## src/rtl/tqvp_console_pkg.sv

```systemverilog
// Shared geometry, control codes and state encoding for the console writer.
// Latency: n/a (package only).
// Backpressure: n/a (package only).
package tqvp_console_pkg;

    localparam int NUM_ROWS  = 3;
    localparam int NUM_COLS  = 10;
    localparam int NUM_CHARS = NUM_ROWS * NUM_COLS;

    localparam int ADDR_W = 5;
    localparam int ROW_W  = 2;
    localparam int COL_W  = 4;

    localparam logic [7:0] CH_BS    = 8'h08;
    localparam logic [7:0] CH_LF    = 8'h0A;
    localparam logic [7:0] CH_FF    = 8'h0C;
    localparam logic [7:0] CH_CR    = 8'h0D;
    localparam logic [7:0] CH_SPACE = 8'h20;

    typedef enum logic [1:0] {
        IDLE         = 2'd0,
        SCROLL_COPY  = 2'd1,
        SCROLL_CLEAR = 2'd2,
        CLEAR_ALL    = 2'd3
    } state_t;

    // Linear text-buffer address of a cursor position, row-major, kept in ADDR_W bits.
    function automatic logic [ADDR_W-1:0] cell_addr(input logic [ROW_W-1:0] row,
                                                    input logic [COL_W-1:0] col);
        return ADDR_W'(row) * ADDR_W'(NUM_COLS) + ADDR_W'(col);
    endfunction

endpackage

```

## src/rtl/tqvp_console_writer.sv

```systemverilog
// Byte-stream to text-buffer writer with cursor, control codes, scroll and clear.
// Latency: a write caused by an accepted byte appears on buf_* the following cycle.
// Backpressure: in_ready is high only in IDLE; scroll/clear sequences hold the stream off.
module tqvp_console_writer
    import tqvp_console_pkg::*;
#(
    parameter logic [1:0] CLEAR_COLOR = 2'b00
) (
    input  logic              clk,
    input  logic              reset,
    input  logic              in_valid,
    input  logic [7:0]        in_data,
    input  logic [1:0]        in_color,
    output logic              in_ready,
    output logic              buf_we,
    output logic [ADDR_W-1:0] buf_waddr,
    output logic [8:0]        buf_wdata,
    output logic [ADDR_W-1:0] buf_raddr,
    input  logic [8:0]        buf_rdata,
    output logic [ROW_W-1:0]  cursor_row,
    output logic [COL_W-1:0]  cursor_col,
    output logic              busy
);

    localparam logic [ROW_W-1:0]  LAST_ROW      = ROW_W'(NUM_ROWS - 1);
    localparam logic [COL_W-1:0]  LAST_COL      = COL_W'(NUM_COLS - 1);
    localparam logic [ADDR_W-1:0] COPY_FIRST    = ADDR_W'(NUM_COLS);
    localparam logic [ADDR_W-1:0] LAST_ROW_BASE = ADDR_W'((NUM_ROWS - 1) * NUM_COLS);
    localparam logic [ADDR_W-1:0] LAST_CHAR     = ADDR_W'(NUM_CHARS - 1);
    localparam logic [8:0]        BLANK         = {CLEAR_COLOR, CH_SPACE[6:0]};

    state_t              state;
    logic [ROW_W-1:0]    row;
    logic [COL_W-1:0]    col;
    logic [ADDR_W-1:0]   cnt;

    logic accept;
    logic printable;

    assign in_ready   = (state == IDLE);
    assign busy       = (state != IDLE);
    assign accept     = in_valid & in_ready;
    assign printable  = (in_data >= 8'h20) && (in_data <= 8'h7E);
    // The copy counter doubles as the read pointer so the next cycle can write what it fetched.
    assign buf_raddr  = cnt;
    assign cursor_row = row;
    assign cursor_col = col;

    // Cursor, byte decode, scroll/clear sequencing and registered write port in one FSM.
    always_ff @(posedge clk or posedge reset) begin
        if (reset) begin
            state     <= IDLE;
            row       <= '0;
            col       <= '0;
            cnt       <= '0;
            buf_we    <= 1'b0;
            buf_waddr <= '0;
            buf_wdata <= '0;
        end else begin
            buf_we <= 1'b0;
            case (state)
                IDLE: begin
                    if (accept) begin
                        if (printable) begin
                            buf_we    <= 1'b1;
                            buf_waddr <= cell_addr(row, col);
                            buf_wdata <= {in_color, in_data[6:0]};
                            if (col == LAST_COL) begin
                                col <= '0;
                                if (row == LAST_ROW) begin
                                    // Row stays on the last line; the scroll makes room.
                                    state <= SCROLL_COPY;
                                    cnt   <= COPY_FIRST;
                                end else begin
                                    row <= row + ROW_W'(1);
                                end
                            end else begin
                                col <= col + COL_W'(1);
                            end
                        end else begin
                            case (in_data)
                                CH_LF: begin
                                    col <= '0;
                                    if (row == LAST_ROW) begin
                                        state <= SCROLL_COPY;
                                        cnt   <= COPY_FIRST;
                                    end else begin
                                        row <= row + ROW_W'(1);
                                    end
                                end
                                CH_CR: begin
                                    col <= '0;
                                end
                                CH_BS: begin
                                    if (col != '0) begin
                                        col       <= col - COL_W'(1);
                                        buf_we    <= 1'b1;
                                        buf_waddr <= cell_addr(row, col - COL_W'(1));
                                        buf_wdata <= BLANK;
                                    end
                                end
                                CH_FF: begin
                                    row   <= '0;
                                    col   <= '0;
                                    cnt   <= '0;
                                    state <= CLEAR_ALL;
                                end
                                default: begin
                                    // Unknown control codes are consumed without effect.
                                end
                            endcase
                        end
                    end
                end

                SCROLL_COPY: begin
                    // buf_rdata reflects buf_raddr == cnt this cycle; store it one row up.
                    buf_we    <= 1'b1;
                    buf_waddr <= cnt - COPY_FIRST;
                    buf_wdata <= buf_rdata;
                    if (cnt == LAST_CHAR) begin
                        state <= SCROLL_CLEAR;
                        cnt   <= LAST_ROW_BASE;
                    end else begin
                        cnt <= cnt + ADDR_W'(1);
                    end
                end

                SCROLL_CLEAR, CLEAR_ALL: begin
                    // Both sequences blank cells from cnt up to the last character.
                    buf_we    <= 1'b1;
                    buf_waddr <= cnt;
                    buf_wdata <= BLANK;
                    if (cnt == LAST_CHAR) begin
                        state <= IDLE;
                        cnt   <= '0;
                    end else begin
                        cnt <= cnt + ADDR_W'(1);
                    end
                end

                default: begin
                    state <= IDLE;
                end
            endcase
        end
    end

endmodule

```

## config.mk

```make
export PLATFORM = sky130hd
export DESIGN_NAME = tqvp_console_writer
export DESIGN_NICKNAME = d
export VERILOG_FILES = /design/src/rtl/tqvp_console_pkg.sv /design/src/rtl/tqvp_console_writer.sv
export SDC_FILE = /design/constraint.sdc
export NUM_CORES = 1
export LEC_CHECK = 0
export CAP_MARGIN = 30
export CORE_UTILIZATION = 35
export DETAILED_ROUTE_END_ITERATION = 6
export PLACE_DENSITY = 0.71
export SYNTH_ARGS = -nofsm -noshare
export SYNTH_HDL_FRONTEND = slang
export SYNTH_SLANG_ARGS = --single-unit
```

## constraint.sdc

```tcl
create_clock -name clk -period 2.7 [get_ports clk]
set_clock_uncertainty 0.15 [all_clocks]
set_input_delay 0.54 -clock clk [delete_from_list [all_inputs] [get_ports clk]]
set_output_delay 0.54 -clock clk [all_outputs]
set_load 0.05 [all_outputs]
```

==> impl_metrics.py, run 1 <==
metrics = {
    "setup_path": {
        "crit_fanout": 5,
        "crit_required_ps": 2720,
        "start_kind": "input pin",
        "r2r_cells": 10,
        "worstPathArrival_ps": 2630,
        "crit_path_max_incr_delay_ps": 510,
        "cp_common_cell": "nor2_1",
        "endpoint_kind": "register",
        "crit_path_cell_trace": "clkdlybuf4s15_1 -> and4_1 -> a41o_1 -> nor2_1 -> a21oi_2 -> ha_2 -> inv_2 -> fa_2 -> mux2i_1 -> nor2_1 -> a21oi_1 -> mux2_4",
        "slowest_stage": "fa_2",
        "worstSetupPathType": "input pin to register",
    },
    "detailed_routing": {
        "drtIter0Drc": 176,
        "drt_pass1_iterations": 6,
        "route.detailed.drc": 0,
        "vias": 1921,
        "ant_nets": 0,
        "routed_wl_um": 5300,
        "vias_per_cell": 5.29,
        "avgRoutedWirePerCell_um": 14.6,
    },
    "logic_synthesis": {
        "ys_ff_latch": 28,
        "synth-edff-count": 0,
        "avgSynthCellArea_um2": 9.25,
        "yosys_warnings": 0,
        "synth_ff_type": "dfrtp_1",
        "synthesis.area_um2": 2040,
        "synth_fp_nets": 256,
        "yosysSeqAreaShare_pct": 34.4,
        "syn_inst": 220,
        "synthArstFlopShare_pct": 100,
        "ys_types": 47,
    },
    "clock_tree": {
        "h-tree-depth": 1,
        "cts_tree": "built",
        "cts_buffers": 3,
        "holdBufCountCts": 0,
        "clock_path_buffers": 2,
        "clk_pin_slew_worst_paths_ps": 100,
        "clockRootBuffer": "clkbuf_8",
        "clk_latency_ps": 280,
        "cts.sinks": 28,
    },
    "layout": {
        "area_growth_pct": 42.1,
        "finalNetCount": 328,
        "antenna_cells": 0,
        "final_cells": 363,
        "post-route-util_pct": 52.2,
        "drive_above_1_share_pct": 22.0,
    },
    "sta": {
        "fmax_mhz": 383,
        "slew_violations": 0,
        "layout_min_cycle_time_ps": 2610,
        "hold_viol_final": 0,
        "post-route-period-util_pct": 96.6,
        "setup_viol": 0,
        "fin_tns_setup_ps": 0,
        "hold-worst-slack_ps": 362,
        "max_slew_margin_pct": 49.6,
        "worst_pin_slew_ps": 754,
    },
    "power": {
        "power_leakage_nw": 1.30,
        "p_per_area_nw_per_um2": 700,
        "peakVddDrop_v": 0.000511,
        "power.total_w": 0.00203,
    },
    "worst_hold_path": {
        "hp-class": "register to register",
        "whs_path_depth": 1,
    },
    "grt": {
        "grtUsageTotal_pct": 17.8,
        "grt_max_degree": 29,
        "grt_pass1_vias": 1822,
        "overflow": 0,
        "grt_pass1_wl_um": 8680,
        "antenna_found_initial": 0,
    },
    "placed_design": {
        "gp_congestion": 0.945,
        "dp.cells": 357,
        "hpwl_um": 3970,
        "portBuffers": 49,
    },
    "floorplan": {
        "dieArea_um2": 6130,
        "core_area_um2": 5540,
        "die_x_um": 78.3,
        "row_count": 27,
        "die_y_um": 78.3,
        "io_pins": 50,
        "start_util_pct": 36.7,
    },
    "outcome": {
        "status": "complete, no violations",
    },
    "run": {
        "cap_violations": 0,
    },
}
-- layout by cell type, fill, tap and decap left out, drive strengths merged, types with 2 or more instances in the layout --
master         count
nand3              2
a21oi             13
dfrtp             28
nor3               3
mux2i              6
or2                3
nor2b              3
o21ai             15
nand2b             4
nor3b              4
a31oi              5
a22o               8
ha                13
nand2             21
a41oi              2
nand4              2
clkdlybuf4s15      3
and2               2
clkbuf             4
xnor2              5
a22oi              2
o221ai             2
nand3b             3
dlygate4sd2        4
buf               29
nor2              11
o211ai             3
inv               16
clkdlybuf4s50     40
o22ai              6
mux2              13
-- cell families after synthesis --
family / after synthesis / synth area share [%]
AND/OR/NAND/NOR: 62 / 15.9
buffers and inverters: 27 / 5.35
multiplexers: 19 / 11.4
flip-flops: 28 / 34.4
XOR/XNOR: 5 / 2.15
AO/OA/AOI/OAI: 65 / 21.8
adder cells (fa/ha/maj): 14 / 8.97
-- per-layer routing --
| metal | share of wire [%] | track usage (%) |
|---|---|---|
| met1 | 45 | 24.0 |
| met2 | 48 | 29.6 |
| met3 | 5.0 | 2.91 |
| met4 | 1.1 | 4.81 |
| met5 | 0 | 0 |
-- registers in the layout, indices dropped and copies added, names as in the netlist --
| name | cells |
|---|---|
| buf_raddr | 5 |
| buf_we | 1 |
| cursor_col | 4 |
| buf_wdata | 9 |
| cursor_row | 2 |
| state | 2 |
| buf_waddr | 5 |
-- synthesized netlist by cell type, types with 2 or more instances --
master    number  area (um2)
dfrtp_1       28         701
nand2_1       21        78.8
inv_1         16        60.1
o21ai_0       14        70.1
ha_1          13         163
a21oi_1       12        60.1
nor2_1        11        41.3
a22o_1         8        70.1
clkbuf_1       8        30.0
mux2_4         7         105
mux2_2         6        67.6
mux2i_1        6        60.1
o22ai_1        6        37.5
a31oi_1        5        31.3
xnor2_1        5        43.8
nand2b_1       4        25.0
nor3b_1        4        30.0
nand3b_1       3        22.5
nor2b_1        3        18.8
nor3_1         3        15.0
o211ai_1       3        22.5
or2_2          3        18.8
a22oi_1        2        15.0
a41oi_1        2        17.5
and2_1         2        12.5
nand3_1        2        10.0
nand4_1        2        12.5
o221ai_1       2        17.5
-- what timing repair did --
| action | in CTS | in global routing |
|---|---|---|
| cloned | 0 | 0 |
| pin swaps | 5 | 5 |
| buffers inserted | 2 | 0 |
| gates resized for setup | 12 | 10 |
| endpoints found under the setup margin | 18 | 3 |
-- critical path: cells and delay by family --
| kind | cells | cell delay (ps) |
|---|---|---|
| muxes | 2 | 330 |
| AOI/OAI and AO/OA | 3 | 440 |
| buffers and inverters | 2 | 220 |
| adders and majority gates | 2 | 700 |
| and+or+nand+nor | 3 | 390 |
-- power by group --
| part | leakage [nW] | switching, W | internal, W |
|---|---|---|---|
| logic | 0.908 | 0.000635 | 0.000471 |
| clock network | 0.0357 | 0.000137 | 0.000199 |
| registers | 0.352 | 0.0000751 | 0.000508 |
-- path summary, 6_finish.rpt --
path / startpoint / endpoint / slack (ps)
hold / removal: buf_wdata[5] / buf_wdata[5] / 360
setup reg to reg: cursor_col[0] / buf_waddr[2] / 260
hold reg to reg: buf_wdata[5] / buf_wdata[5] / 360
min in group asynchronous: reset / buf_wdata[7] / 480
setup / recovery: in_data[4] / buf_waddr[2] / 90
max in group asynchronous: reset / cursor_col[0] / 1630
-- through the flow --
stage	worst slack [ps]	cell area, um2
after floorplan	-63.4	2050
final	91.7	2890
after detailed placement	-559	2780
after global placement	-471	2780
after global routing	-11.4	2890
after CTS	3.78	2880
-- layout make-up --
cell class,count,area (um2)
well taps,72,90.1
flip-flops and latches,28,702
repair buffers,77,704
clock inverters,1,30.0
clock buffers,3,41.3
inverters,17,65.1
multi-input cells,165,1260
fillers,504,2650
Power figures use the tool's default switching activity.
==> inputs of run 2 (changes only) <==
--- a/config.mk
+++ b/config.mk
@@ -6,6 +6,7 @@
 export NUM_CORES = 1
 export LEC_CHECK = 0
 export CAP_MARGIN = 30
+export CORE_MARGIN = 3
 export CORE_UTILIZATION = 35
 export DETAILED_ROUTE_END_ITERATION = 6
 export PLACE_DENSITY = 0.71
==> impl_metrics.py, run 2 (synthesized netlist as in run 1, its figures left out) <==
metrics = {
    "outcome": {
        "status": "complete, no violations",
    },
    "detailed_routing": {
        "route.detailed.drc": 0,
        "avgRoutedWirePerCell_um": 15.4,
        "routed_wl_um": 5600,
        "vias": 1963,
        "ant_nets": 0,
        "drt_pass1_iterations": 6,
        "vias_per_cell": 5.39,
        "drtIter0Drc": 143,
    },
    "sta": {
        "fmax_mhz": 384,
        "slew_violations": 0,
        "post-route-period-util_pct": 96.6,
        "layout_min_cycle_time_ps": 2610,
        "hold_viol_final": 0,
        "worst_slack_ps": 92.4,
        "max_slew_margin_pct": 50.0,
        "setup_viol": 0,
        "worst_pin_slew_ps": 749,
    },
    "layout": {
        "fill_cells": 514,
        "finalNetCount": 329,
        "drive_above_1_share_pct": 21.9,
        "fin_area_um2": 2910,
        "largest_reg_flops": 9,
        "final_cell_mix": "clkdlybuf4s50_1, buf_4, dfrtp_1, nand2_1, inv_1",
        "final_common_cell": "clkdlybuf4s50_1",
        "top_register": "buf_wdata",
        "area_growth_pct": 43.0,
        "antenna_cells": 0,
    },
    "setup_path": {
        "crit_path_max_incr_delay_ps": 520,
        "cp.buffers_inverters": 2,
        "cp_top_family": "adder cells",
        "start_kind": "input pin",
        "crit_required_ps": 2730,
        "endpoint_kind": "register",
        "crit_fanout": 5,
        "worstSetupPathType": "input pin to register",
        "worstPathArrival_ps": 2630,
        "slowest_stage": "fa_2",
        "crit_path_cell_trace": "dlygate4sd2_1 -> and4_4 -> a41o_4 -> nor2_2 -> a21oi_2 -> ha_2 -> inv_1 -> fa_2 -> mux2i_1 -> nor2_1 -> a21oi_1 -> mux2_4",
    },
    "placed_design": {
        "placed_area_um2": 2770,
        "portBuffers": 49,
        "hpwl_um": 4200,
        "gp_congestion": 0.889,
        "pre_cts_ws_ps": -527,
    },
    "power": {
        "combPwrFrac_pct": 54.9,
        "internal_power_w": 0.00119,
        "power_leakage_nw": 1.30,
        "p_clk_share_pct": 16.6,
        "switching_share_pct": 42.0,
        "p_sw_w": 0.000861,
        "p_seq_share_pct": 28.5,
        "peakVddDrop_v": 0.000509,
        "p_per_area_nw_per_um2": 704,
    },
    "floorplan": {
        "die_x_um": 82.3,
        "row_count": 27,
        "core_area_um2": 5570,
        "start_util_pct": 36.5,
        "dieArea_um2": 6770,
        "io_pins": 50,
        "die_y_um": 82.3,
    },
    "grt": {
        "grt_max_degree": 29,
        "overflow": 0,
        "grt_pass1_wl_um": 8900,
        "antenna_found_initial": 0,
        "grtUsageTotal_pct": 16.8,
        "grt_pass1_vias": 1902,
    },
    "clock_tree": {
        "clockRootBuffer": "clkbuf_8",
        "h-tree-depth": 1,
        "cts_buffers": 3,
        "cts.sinks": 28,
        "clk_latency_ps": 280,
        "cts_tree": "built",
        "clk_pin_slew_worst_paths_ps": 100,
        "clock_path_buffers": 2,
    },
    "run": {
        "cap_violations": 0,
    },
    "worst_hold_path": {
        "hp-class": "register to register",
    },
}
## run 2: per-stage QoR
stage / TNS [ps] / hold WS (ps) / power (W) / util (%) / std cells
2_1_floorplan: -84.1 / 455 / 0.00132 / - / 220
3_3_place_gp: -7790 / 338 / 0.00166 / 49.7 / 356
6_report: 0 / 369 / 0.00205 / 52.2 / 364
5_1_grt: -8.45 / 387 / 0.00217 / 52.2 / 364
4_1_cts: 0 / 368 / 0.00204 / 51.6 / 362
3_5_place_dp: -7900 / 344 / 0.00168 / 49.7 / 356
## run 2: power by group through the flow
stage | clock, W | sequential [W] | combinational, W
after floorplan | 0 | 0.000890 | 0.000429
after global placement | 0 | 0.000590 | 0.00107
after detailed placement | 0 | 0.000595 | 0.00109
after CTS | 0.000346 | 0.000586 | 0.00111
after global routing | 0.000362 | 0.000599 | 0.00120
final | 0.000340 | 0.000585 | 0.00112
## run 2: timing repair
action	in CTS	in global routing
pin swaps	6	3
resized for setup	14	3
hold buffers	0	0
endpoints found under the setup margin	14	3
hold endpoints to repair	0	0
buffers inserted	2	2
## run 2: worst register-to-register path: cells and delay by family (launching register included)
kind                     cells  cell delay (ps)
adder cells (fa/ha/maj)      2              860
flip-flops                   1              410
multiplexers                 2              330
AND/OR/NAND/NOR              2              240
buffers and inverters        2              200
XOR/XNOR                     1              170
AO/OA/AOI/OAI                1               50
## run 2: area by class of cell
type                       instances  area [um2]  share of cell area [%]
sequential                        28         702                    24.1
tap                               72        90.1                    3.10
multi-input combinational        165        1270                    43.6
inverter                          17        65.1                    2.24
clock inverter                     1        30.0                    1.03
clock buffer                       3        41.3                    1.42
timing repair buffer              78         712                    24.5
## run 2: routing by layer
| metal | routed length [um] | GRT usage [%] | part of all wire, % |
|---|---|---|---|
| met5 | 0 | 0 | 0 |
| met2 | 2760 | 28.4 | 49 |
| met3 | 291 | 3.25 | 5.2 |
| met1 | 2480 | 22.1 | 44 |
| met4 | 76 | 3.99 | 1.4 |
## run 2: path summary, 6_finish.rpt
path / endpoint / slack, ps / from / cells after the start
worst max-delay path: buf_waddr[2] / 90 / in_data[5] / 12
worst min-delay path: buf_wdata[3] / 370 / buf_wdata[3] / 1
worst max register to register: buf_waddr[2] / 180 / cursor_col[0] / 10
worst min register to register: buf_wdata[3] / 370 / buf_wdata[3] / 1
max in group asynchronous: cursor_col[0] / 1630 / reset / 3
min in group asynchronous: buf_wdata[3] / 480 / reset / 3
